File: src/rtl/rf_mp.sv
`default_nettype none
// ============================================================================
// Module   : rf_mp
// Purpose  : Register file with one write port, two synchronous read ports
//            with write bypass, sequenced clear-all and flat low-register export.
// Revision : 1.0
// ============================================================================
module rf_mp #(
    parameter int WIDTH   = 8,
    parameter int DEPTH   = 16,
    parameter int NEXPORT = 5,
    localparam int AW     = $clog2(DEPTH)
) (
    input  logic                     clk,
    input  logic                     rst,
    input  logic                     we,
    input  logic [AW-1:0]            waddr,
    input  logic [WIDTH-1:0]         wdata,
    input  logic                     re_a,
    input  logic [AW-1:0]            raddr_a,
    output logic [WIDTH-1:0]         rdata_a,
    output logic                     rvalid_a,
    input  logic                     re_b,
    input  logic [AW-1:0]            raddr_b,
    output logic [WIDTH-1:0]         rdata_b,
    output logic                     rvalid_b,
    input  logic                     clr,
    output logic                     busy,
    output logic [NEXPORT*WIDTH-1:0] rf_data
);

    localparam logic [0:0]    c_IDLE  = 1'b0;
    localparam logic [0:0]    c_CLEAR = 1'b1;
    localparam logic [AW:0]   c_DEPTH = (AW+1)'(DEPTH);
    localparam logic [AW-1:0] c_LAST  = AW'(DEPTH - 1);
    localparam logic [AW-1:0] c_ONE   = AW'(1);

    logic [WIDTH-1:0] r_mem [DEPTH];
    logic [0:0]       r_state;
    logic [0:0]       w_state_nxt;
    logic [AW-1:0]    r_cnt;

    logic             w_busy;
    logic             w_op_ok;
    logic             w_wr_en;
    logic             w_rd_a;
    logic             w_rd_b;
    logic             w_waddr_ok;
    logic             w_raddr_a_ok;
    logic             w_raddr_b_ok;
    logic [WIDTH-1:0] w_rd_data_a;
    logic [WIDTH-1:0] w_rd_data_b;

    logic [WIDTH-1:0] r_rdata_a;
    logic [WIDTH-1:0] r_rdata_b;
    logic             r_rvalid_a;
    logic             r_rvalid_b;

    always_ff @(posedge clk or posedge rst) begin
        if (rst) begin
            r_state <= c_IDLE;
        end else begin
            r_state <= w_state_nxt;
        end
    end

    always_comb begin
        w_state_nxt = r_state;
        case (r_state)
            c_IDLE:  if (clr)             w_state_nxt = c_CLEAR;
            c_CLEAR: if (r_cnt == c_LAST) w_state_nxt = c_IDLE;
            default: w_state_nxt = c_IDLE;
        endcase
    end

    // clr in IDLE swallows any same-cycle write or read.
    always_comb begin
        w_busy  = (r_state == c_CLEAR);
        w_op_ok = (r_state == c_IDLE) && !clr;
    end

    always_comb begin
        w_waddr_ok   = {1'b0, waddr}   < c_DEPTH;
        w_raddr_a_ok = {1'b0, raddr_a} < c_DEPTH;
        w_raddr_b_ok = {1'b0, raddr_b} < c_DEPTH;
        w_wr_en      = w_op_ok && we && w_waddr_ok;
        w_rd_a       = w_op_ok && re_a;
        w_rd_b       = w_op_ok && re_b;
    end

    // Bypass only for in-range writes; out-of-range reads always return zero.
    always_comb begin
        w_rd_data_a = '0;
        if (w_wr_en && (waddr == raddr_a)) begin
            w_rd_data_a = wdata;
        end else if (w_raddr_a_ok) begin
            w_rd_data_a = r_mem[raddr_a];
        end
    end

    always_comb begin
        w_rd_data_b = '0;
        if (w_wr_en && (waddr == raddr_b)) begin
            w_rd_data_b = wdata;
        end else if (w_raddr_b_ok) begin
            w_rd_data_b = r_mem[raddr_b];
        end
    end

    always_ff @(posedge clk or posedge rst) begin
        if (rst) begin
            r_cnt <= '0;
        end else if (r_state == c_CLEAR) begin
            r_cnt <= r_cnt + c_ONE;
        end else begin
            r_cnt <= '0;
        end
    end

    always_ff @(posedge clk or posedge rst) begin
        if (rst) begin
            for (int i = 0; i < DEPTH; i++) begin
                r_mem[i] <= '0;
            end
        end else if (r_state == c_CLEAR) begin
            r_mem[r_cnt] <= '0;
        end else if (w_wr_en) begin
            r_mem[waddr] <= wdata;
        end
    end

    always_ff @(posedge clk or posedge rst) begin
        if (rst) begin
            r_rdata_a  <= '0;
            r_rdata_b  <= '0;
            r_rvalid_a <= 1'b0;
            r_rvalid_b <= 1'b0;
        end else begin
            r_rvalid_a <= w_rd_a;
            r_rvalid_b <= w_rd_b;
            if (w_rd_a) begin
                r_rdata_a <= w_rd_data_a;
            end
            if (w_rd_b) begin
                r_rdata_b <= w_rd_data_b;
            end
        end
    end

    generate
        for (genvar gi = 0; gi < NEXPORT; gi++) begin : g_export
            assign rf_data[gi*WIDTH +: WIDTH] = r_mem[gi];
        end
    endgenerate

    assign rdata_a  = r_rdata_a;
    assign rdata_b  = r_rdata_b;
    assign rvalid_a = r_rvalid_a;
    assign rvalid_b = r_rvalid_b;
    assign busy     = w_busy;

endmodule
`default_nettype wire

File: config.mk
export PLATFORM = sky130hd
export DESIGN_NAME = rf_mp
export DESIGN_NICKNAME = d
export VERILOG_FILES = /design/src/rtl/rf_mp.sv
export SDC_FILE = /design/constraint.sdc
export NUM_CORES = 1
export LEC_CHECK = 0
export BUFFER_PORTS_ARGS = -buffer_cell sky130_fd_sc_hd__buf_2
export CELL_PAD_IN_SITES_DETAIL_PLACEMENT = 1
export CELL_PAD_IN_SITES_GLOBAL_PLACEMENT = 1
export CORE_ASPECT_RATIO = 0.9
export CORE_MARGIN = 2
export CORE_UTILIZATION = 45
export CTS_CLUSTER_SIZE = 30
export DETAILED_ROUTE_END_ITERATION = 10
export GPL_TIMING_DRIVEN = 1
export MAX_ROUTING_LAYER = met4
export PLACE_DENSITY_LB_ADDON = 0.08
export SETUP_SLACK_MARGIN = 0.02
export SKIP_LAST_GASP = 1
export SLEW_MARGIN = 20
export SYNTH_ARGS = -nofsm -noshare
export SYNTH_HDL_FRONTEND = slang
export SYNTH_SLANG_ARGS = --single-unit
File: constraint.sdc
create_clock -name clk -period 10.4 [get_ports clk]
set_input_delay 1.04 -clock clk [delete_from_list [all_inputs] [get_ports clk]]
set_output_delay 1.04 -clock clk [all_outputs]
set_load 0.01 [all_outputs]
Word level (Yosys, flattened, before mapping). Index checks and enable logic that the tools add are counted.

Bits of input ports: 26. Register bits: 151. Logic and storage cells: 68. Output and inout port bits: 59.

$add $sub $neg: 1. Bitwise gates (word level): 7. Eq/ne operators: 3. Magnitude comparators: 6. Reductions and logical operators: 10. Multiplexer cells: 19.

Operators with widths (count): two-way mux 128 bit (2); AND 128 bit (1); bitwise mux 128 bit (1); inverter 128 bit (1); binary-select mux 8 bit (select 4 bit) (2); demux 8 bit (select 4 bit) (2); two-way mux 8 bit (8); greater-or-equal comparator 5 bit (second input constant) (4); inverter 4 -> 5 bit (4); < comparator 5 x 1 -> 1 bit (second input constant) (2); == test 4 bit (2); logical AND 1 bit (8); adder 4 x 1 -> 4 bit (second input constant) (1); == test 4 bit (second input constant) (1); two-way mux 4 bit (1); two-way mux 1 bit (2); one-hot mux 1 bit (2 select lines) (1); nonzero test 2 bit (1); logical NOT 1 bit (1); inverter 1 bit (1).

Depth between registers and ports, before layout. Gate-level depths: netlist of the first run.

Word-level depth: 8. Mapped depth: 7. Mapped depth without buffers: 5.

Worst setup path before layout of the first run. No wires, ideal clock.

Kind: input-to-reg. Start point: input raddr_a[0]. End point: register r_rdata_a[0] (netlist: rdata_a[0]). Path buffers: 2. Data arrival time: 2510 ps. Setup slack: 7764 ps. Cell stages on the path: 6. Setup time: 126 ps. Path through: buf_2 -> buf_2 -> mux4_2 -> a22oi_1 -> nand2_1 -> a221o_1.

Word-level cells in the longest chain between the ends: 5. Elaborated cells between the ends (all ways): 7. Classes of those cells: 1 x eq/ne; 4 x mux; 1 x bitwise; 1 x reduce/logical.

Ends and longest elaborated chain: start, declared (line 20) `input logic [AW-1:0] raddr_a,`; inverter 4 -> 5 bit (implied by the code) (line 97) `w_rd_data_a = r_mem[raddr_a];`; binary-select mux 8 bit (select 4 bit) (line 97); two-way mux 8 bit (implied by the code) (2 in series) (line 97); two-way mux 8 bit * (line 94) `if (w_wr_en && (waddr == raddr_a)) begin`; end signal, assigned (line 142) `r_rdata_a <= w_rd_data_a;`; end, declared (line 54) `logic [WIDTH-1:0] r_rdata_a;`.

Every way passes the cells marked *; elsewhere a longest branch is shown, timed or not. The select of a mux whose other input is x is not followed. A chain may end at the register's enable or synchronous reset.

Final worst setup path of the first run.
Start point: input raddr_b[3]. End point: register r_rdata_b[3] (netlist: rdata_b[3]).

Word-level cells in the longest chain between the ends: 5. Elaborated cells between the ends (all ways): 7. Classes of those cells: 1 x eq/ne; 4 x mux; 1 x bitwise; 1 x reduce/logical.

Ends and longest elaborated chain: start, declared (line 24) `input logic [AW-1:0] raddr_b,`; inverter 4 -> 5 bit (implied by the code) (line 106) `w_rd_data_b = r_mem[raddr_b];`; binary-select mux 8 bit (select 4 bit) (line 106); two-way mux 8 bit (implied by the code) (2 in series) (line 106); two-way mux 8 bit * (line 103) `if (w_wr_en && (waddr == raddr_b)) begin`; end signal, assigned (line 145) `r_rdata_b <= w_rd_data_b;`; end, declared (line 55) `logic [WIDTH-1:0] r_rdata_b;`.

Marks and branches as above.

==> results.cfg, run 1 <==
[routing]
drtAntennaViolNets = 0
drt_pass1_iterations = 5
vias = 5943
viasPerCell = 6.83
wire_per_inst_um = 30.3
wl_um = 26400
first_iter_violations = 582
drc_errors = 0

[yosys]
synthArstFlopShare = 1.00
postSynthNetCount = 630
synthCells = 599
yosysWarningCount = 0
syn-mean-instance-area_um2 = 13.7
netlist_area_mm2 = 0.00821
ys.flop_type = dfrtp_1
ys_ff_latch = 151
ys_types = 32
ys_seq_area_frac = 0.460
synth_edf_count = 0

[clock_tree]
cts_made_buffers = 17
post_cts_buffers = 0
clkTransAtPathRegs_ns = 0.06
htreeDepth = 4
cts_sinks = 151
cts_hold_buf = 0
clock-root-buffer = clkbuf_16
cts_tree = yes
cts.path.max_buffers = 2
insertion_delay_ns = 0.42
ctsResizeCount = 0

[final_layout]
layout_common_cells = dfrtp_1, a22o_1, buf_2, mux4_2, a22oi_1
fin_util = 0.506
fin_nets = 648
diodes = 0
syn2layout_area_growth_pct = 9.31
post_route_cells_drive_above_1_share = 0.333
final_common_cell = dfrtp_1

[sta]
setup_viol = 0
fin_skew_ns = 0.00747
final_hold_viol_count = 0
relSlewSlack = 0.314
fin_crit_ns = 2.88
grt_setup_unrepaired = false
timing.setup.tns_ns = 0
min_period_over_period = 0.277
max_freq_mhz = 347
tightest_slew_ns = 1.02
finalMaxSlewViolations = 0

[worst_setup_path]
worstPathRequired_ns = 10.71
end_kind = flop
worst_path_largest_cell_delay_ns = 0.75
crit_family = buffers and inverters
critPathSlowestCell = buf_2
worst_ep_arrival_time_ns = 3.19
path_class = in -> reg
path_cells = buf_2, mux4_2, a22oi_1, nand2_1, a221o_1
path_buf_inv = 1
cp_max_fo = 33
critPathLaunchType = primary input

[power_and_ir_drop]
ir_drop_mv = 0.114
cellPowerDensity_mw_per_mm2 = 182
leakage_nw = 4.20

[floorplan]
start_util = 0.463
core-area_mm2 = 0.0177
fp.dieW_um = 146
dieArea_mm2 = 0.0193
rows = 46
io_pins = 85
dieHeight_um = 132

[global_routing]
antenna_found_initial = 0
grtUsageTotal = 0.296
grt_pass1_vias = 6161
grt_pass1_wl_um = 40900
gr-total-overflow = 0
grt_max_degree = 86

[run]
drv_cap = 0

[placed_design]
numPortBuffers = 84
hpwlAfterDp_um = 17500
gp_congestion = 0.856

[min_path]
hp-class = reg -> reg

[outcome]
status = finished clean
## report_power, final
part / switching, mW / leakage (nW) / internal [mW]
clock network: 0.246 / 0.254 / 0.334
logic: 0.216 / 1.86 / 0.135
registers: 0.0597 / 2.09 / 0.646
total: 0.522 / 4.20 / 1.12
## flip-flops by register name (all words and copies together), names as in the netlist
signal,cells
rvalid_a,1
rvalid_b,1
r_mem,88
rdata_b,8
rf_data,40
rdata_a,8
busy,1
r_cnt,4
## synthesized netlist by cell type (all sizes together), types with 2 or more instances
cell type,count,area (um2)
nor4,4,85.1
a21oi,17,123
dfrtp,151,3780
clkbuf,13,48.8
xor2,7,61.3
a22o,128,1120
nor2b,5,31.3
mux4,64,1440
nand2,22,85.1
ha,5,62.6
xnor2,3,26.3
nor2,5,18.8
a22oi,32,240
a31oi,2,12.5
and2,21,131
inv,5,18.8
and4,2,17.5
nand2b,3,18.8
nor3,14,205
a221o,16,160
buf,75,485
## area by class of cell
class | count | area, um2
flip-flops and latches | 151 | 3780
clock inverters | 12 | 104
fillers | 1808 | 8750
multi-input cells | 355 | 3880
clock buffers | 20 | 447
well taps | 240 | 300
inverters | 5 | 23.8
repair buffers | 87 | 443
## final timing paths
check | startpoint | to | slack (ns) | cells after the start
worst min-delay path | r_mem[62] | r_mem[62] | 0.52 | 1
min in group asynchronous | rst | rf_data[23] | 0.75 | 2
max in group asynchronous | rst | rf_data[37] | 8.18 | 3
worst max register to register | busy | rdata_b[2] | 7.85 | 4
worst min register to register | r_mem[62] | r_mem[62] | 0.52 | 1
worst max-delay path | raddr_b[3] | rdata_b[3] | 7.52 | 5
## metal layers
metal / routed length (um) / vias to the layer above / global-route usage / part of all wire
li1: - / 2395 / - / -
met1: 11700 / 3221 / 0.421 / 0.44
met2: 12000 / 303 / 0.431 / 0.46
met3: 2210 / 24 / 0.0765 / 0.084
met4: 469 / 0 / 0.0663 / 0.018
met5: 0 / - / - / 0
## cells by family after synthesis
kind of cell             count (synthesis)  share of synthesized area
multiplexers                            64                      0.176
AND/OR/NAND/NOR                         81                     0.0769
adder cells (fa/ha/maj)                  5                    0.00762
XOR/XNOR                                10                     0.0107
AO/OA/AOI/OAI                          195                      0.202
buffers and inverters                   93                     0.0673
flip-flops                             151                      0.460
## per-stage QoR
step	instance area (um2)	setup WS [ns]	total power, mW	cells	hold slack (ns)
2_1_floorplan	8210	5.30	0.949	599	0.477
3_3_place_gp	8430	7.12	1.05	838	0.496
3_5_place_dp	8430	7.11	1.06	838	0.502
4_1_cts	8980	7.55	1.65	870	0.521
5_1_grt	8980	7.46	1.71	870	0.538
6_report	8980	7.52	1.64	870	0.522
Power figures use the tool's default switching activity.
==> run 2: changes to the inputs <==
- ABC_AREA: not set -> 1
- CORE_UTILIZATION: 45 -> 44
- clock period: 10.4 -> 2.9 ns (I/O delays scaled with it)
==> run 2 against run 1 <==
  * Utilization shrank 1.2 points
  * Final cell count grew 74%
  * Clock skew grew 0.0041 ns
  * Synthesized cell count grew 100%
  * Cell area grew 11%
  * Combinational power grew to 5.3 times the previous value
  * Wire length grew 30%
  * Critical path type is now reg -> reg
  * Critical endpoint is now r_mem[29]
  * Highest routed layer unchanged
==> results.cfg, run 2 <==
[yosys]
yosys.area.top_type = dfrtp_1
synth_area_leaders = dfrtp_1, nand2_1, nand3_1
synth_top_area_frac = 0.414
synth.most_common_cell = nand2_1
synthArstFlopShare = 1.00
postSynthNetCount = 1255
synthCells = 1224
yosysWarningCount = 0
synth_edf_count = 0
synth_commonest_cells = nand2_1, nand3_1, inv_1, dfrtp_1, o22ai_1
ys_seq_area_frac = 0.414
syn-mean-instance-area_um2 = 7.46
ys_types = 35
netlist_area_mm2 = 0.00913
ys_ff_latch = 151
ys.flop_type = dfrtp_1

[final_layout]
diodes = 0
post_route_cells_drive_above_1_share = 0.150
final_common_cell = nand2_1
layout_common_cells = nand2_1, nand3_1, inv_1, dfrtp_1, o22ai_1
top_register = r_mem
largest_reg_flops = 88
final_cells = 1512
syn2layout_area_growth_pct = 9.16
fin_nets = 1276

[routing]
wire_per_inst_um = 22.7
drtAntennaViolNets = 0
vias = 8781
drc_errors = 0
viasPerCell = 5.81
drt_pass1_iterations = 5
wl_um = 34400
first_iter_violations = 807

[global_routing]
grt_pass1_wl_um = 53000
grtUsageTotal = 0.331
grt_max_degree = 60
grt_pass1_vias = 9083
gr-total-overflow = 0
antenna_found_initial = 0

[clock_tree]
clkTransAtPathRegs_ns = 0.06
ctsResizeCount = 0
cts_tree = yes
cts_sinks = 151
cts.path.max_buffers = 2
clock-root-buffer = clkbuf_16
htreeDepth = 4
cts_made_buffers = 17
insertion_delay_ns = 0.43

[power_and_ir_drop]
p_seq_frac = 0.386
cellPowerDensity_mw_per_mm2 = 666
clkPwrFrac = 0.335
leakage_nw = 5.37
internal-power_mw = 4.24
combPwrFrac = 0.280
netSwitchingPower_mw = 2.39
switching_share = 0.361
ir_drop_mv = 0.370
power_mw = 6.64

[worst_setup_path]
worst_ep_arrival_time_ns = 2.46
path_cells = nor2_4, nand2_4, inv_2, nand4_2, o21ai_2, o22ai_1
path_class = reg -> reg
critPathSlowestCell = dfrtp_1
worstPathRequired_ns = 3.17
critPathLaunchType = flop
end_kind = flop
path_buf_inv = 1
cp_max_fo = 15
crit_family = simple AND/OR/NAND/NOR gates
worst_path_largest_cell_delay_ns = 0.53

[sta]
hold_slack_ns = 0.182
min_period_over_period = 0.758
final_hold_viol_count = 0
relSlewSlack = 0.351
grt_setup_unrepaired = false
timing.setup.tns_ns = 0
finalMaxSlewViolations = 0
setup_viol = 0
fin_skew_ns = 0.0115
max_freq_mhz = 455
fin_crit_ns = 2.20
tightest_slew_ns = 0.972

[floorplan]
rows = 49
dieHeight_um = 141
start_util = 0.453
dieArea_mm2 = 0.0219
core-area_mm2 = 0.0202
fp.dieW_um = 156
io_pins = 85

[placed_design]
numPortBuffers = 84
gp_congestion = 0.905
hpwlAfterDp_um = 23900
place_inst = 1480

[outcome]
status = finished clean

[run]
drv_cap = 0

[min_path]
hp-class = in -> reg
[run 2: changes by cell type after synthesis, moves of 32 or more]
cell,delta
a22o_1,-128
a22oi_1,-32
inv_1,+149
mux4_2,-64
nand2_1,+308
nand3_1,+242
nor2_1,+42
o22ai_1,+128
[run 2: path summary, 6_finish.rpt]
kind / slack [ns] / startpoint / to / depth (start not counted)
hold reg to reg: 0.48 / rdata_a[0] / rdata_a[0] / 2
max in group asynchronous: 1.72 / rst / rdata_b[1] / 4
hold / removal: 0.18 / clr / busy / 3
setup reg to reg: 0.70 / busy / r_mem[29] / 6
setup / recovery: 0.70 / busy / r_mem[29] / 6
min in group asynchronous: 0.46 / rst / r_mem[34] / 3
[run 2: area by class of cell]
class                           count  area, um2
Fill cell                        2585      10200
Clock buffer                       19        443
Tap cell                          255        319
Multi-Input combinational cell    806       4050
Sequential cell                   151       3780
Inverter                          163        624
Clock inverter                     12        128
Timing Repair Buffer              106        626
[run 2: logic make-up (layout without fill, tap and decap cells)]
family	after synthesis	in the layout	synth area share
compound gates	139	139	0.0983
buf+inv	267	300	0.143
xor+xnor	7	7	0.00672
flops	151	151	0.414
simple gates	655	655	0.331
fa+ha+maj	5	5	0.00685
[run 2: what timing repair did]
item	in CTS	in global routing
hold endpoints to repair	18	0
setup buffers	0	0
hold buffers	1	0
[run 2: through the flow]
step                worst slack [ns]  instance area (um2)   util
detailed placement             0.748                 9380  0.465
global placement               0.829                 9380  0.465
CTS                            0.716                 9960  0.494
floorplan                      0.707                 9130      -
global route                   0.543                 9960  0.494
finish                         0.702                 9960  0.494
[run 2: routing by layer]
layer | GRT usage | vias to the layer above | routed length, um
met5 | - | - | 0
met4 | 0.124 | 0 | 1160
met3 | 0.0692 | 71 | 2410
met2 | 0.527 | 328 | 16400
met1 | 0.419 | 4368 | 14300
li1 | - | 4014 | -
[run 2: worst min-delay path: stages]
cell and delay (ns):
buf_2 0.11, nor2_4 0.06, a21oi_1 0.10
[run 2: power groups by stage]
stage	combinational [mW]	sequential, mW	clock (mW)
floorplan	1.23	2.60	0
global placement	1.81	2.59	0
detailed placement	1.84	2.60	0
CTS	1.84	2.56	2.24
global route	2.04	2.60	2.31
finish	1.85	2.56	2.22
==> run 3: changes to the inputs <==
- ABC_AREA: 1 -> 0
- clock period: 2.9 -> 1.9 ns (I/O delays scaled with it)
==> run 3 against run 2 <==
  * First-iteration DRC count fell by 30%
  * Die area shrank 9.8%
  * Non-clock buffer count grew 43
  * Sequential cell count is the same
  * Fmax rose by 21%
==> results.cfg, run 3 (same netlist as run 1, synthesis figures left out) <==
[clock_tree]
cts_sinks = 151
cts_made_buffers = 17
clkTransAtPathRegs_ns = 0.07
htreeDepth = 4
insertion_delay_ns = 0.44
clock-root-buffer = clkbuf_16
cts.path.max_buffers = 2
cts_tree = yes
post_cts_buffers = 0

[sta]
fin_crit_ns = 1.82
finalMaxSlewViolations = 0
relSlewSlack = 0.514
setup_viol = 0
min_period_over_period = 0.959
fin_skew_ns = 0.0132
tightest_slew_ns = 0.727
final_hold_viol_count = 0
max_freq_mhz = 549
grt_setup_unrepaired = false
fin_ws_ns = 0.0770
timing.setup.tns_ns = 0

[floorplan]
io_pins = 85
rows = 47
dieArea_mm2 = 0.0198
fp.dieW_um = 148
start_util = 0.448
dieHeight_um = 134
core-area_mm2 = 0.0183

[final_layout]
syn2layout_area_growth_pct = 17.6
layout_common_cells = dfrtp_1, a22o_1, buf_2, mux4_2, buf_4
top_register = r_mem
fin_nets = 710
design_area_mm2 = 0.00966
fin_util = 0.526
post_route_cells_drive_above_1_share = 0.398
final_common_cell = dfrtp_1
largest_reg_flops = 88

[min_path]
min_path_cells = 3
hp-class = in -> reg

[routing]
vias = 6186
viasPerCell = 6.60
drtAntennaViolNets = 0
wire_per_inst_um = 29.0
drt_pass1_iterations = 5
first_iter_violations = 562
wl_um = 27200
drc_errors = 0

[global_routing]
grt_pass1_vias = 6304
grt_max_degree = 48
gr-total-overflow = 0
grt_pass1_wl_um = 41600
antenna_found_initial = 0
grtUsageTotal = 0.295

[power_and_ir_drop]
clkPwrFrac = 0.346
combPwrFrac = 0.234
ir_drop_mv = 0.563
leakage_nw = 4.58
cellPowerDensity_mw_per_mm2 = 957
internal-power_mw = 6.15
netSwitchingPower_mw = 3.09
p_seq_frac = 0.419
power_mw = 9.24
switching_share = 0.334

[worst_setup_path]
cp-startpoint = rf_data[27]
worstRegToRegCells = 5
setup.worst_path.end = rdata_b[3]
worstPathRequired_ns = 2.22
critPathLaunchType = flop
r2r_slack_ns = 0.08
path_class = reg -> reg
reg2reg_to = rdata_b[3]
worst_ep_arrival_time_ns = 2.15
cp_max_fo = 4
r2r-start = rf_data[27]
end_kind = flop

[placed_design]
post-place-ws_ns = -0.0551
place_area_mm2 = 0.00908
hpwlAfterDp_um = 19400
numPortBuffers = 84
gp_congestion = 0.893

[outcome]
status = finished clean

[run]
drv_cap = 0
-- run 3: how the worst min path moves through the flow --
stage          from          end  slack [ns]
2_1_floorplan   clr         busy        0.36
3_3_place_gp    rst  rf_data[31]        0.25
3_5_place_dp    rst  rf_data[27]        0.26
4_1_cts        re_b     rvalid_b       0.007
5_1_grt        re_b     rvalid_b        0.08
6_report       re_b     rvalid_b        0.03
-- run 3: what timing repair did --
action,CTS,global route
hold buffers,2,0
gates resized for setup,0,4
setup endpoints to repair,0,22
endpoints found under the hold margin,17,0
-- run 3: stage by stage --
step | std cells | hold slack (ns)
global placement | 903 | 0.255
finish | 937 | 0.0322
global route | 936 | 0.0809
floorplan | 599 | 0.364
detailed placement | 903 | 0.261
CTS | 936 | 0.00671
-- run 3: cell type report --
type	count	area, um2
fillers	1847	8690
flip-flops and latches	151	3780
clock inverters	14	116
clock buffers	17	425
multi-input cells	355	3890
diodes	1	2.50
well taps	245	307
repair buffers	149	1110
inverters	5	22.5
-- run 3: metal layers --
layer	wire, um	global-route usage
met5	0	-
met1	12400	0.437
met2	11600	0.402
met3	2510	0.0757
met4	617	0.0857
-- run 3: worst max-delay path, cell delays in order, from the launching register on --
cell,delay (ns)
dfrtp_1,0.45
mux4_2,0.53
a22oi_1,0.22
buf_4,0.17
nand2_1,0.05
a221o_1,0.29
-- run 3: power by group through the flow --
stage,Clock [mW],Combinational (mW),Sequential (mW)
after floorplan,0,1.38,3.82
after global placement,0,2.09,3.89
after detailed placement,0,2.14,3.92
after CTS,3.24,2.15,3.86
after global routing,3.37,2.32,3.91
final,3.20,2.17,3.87
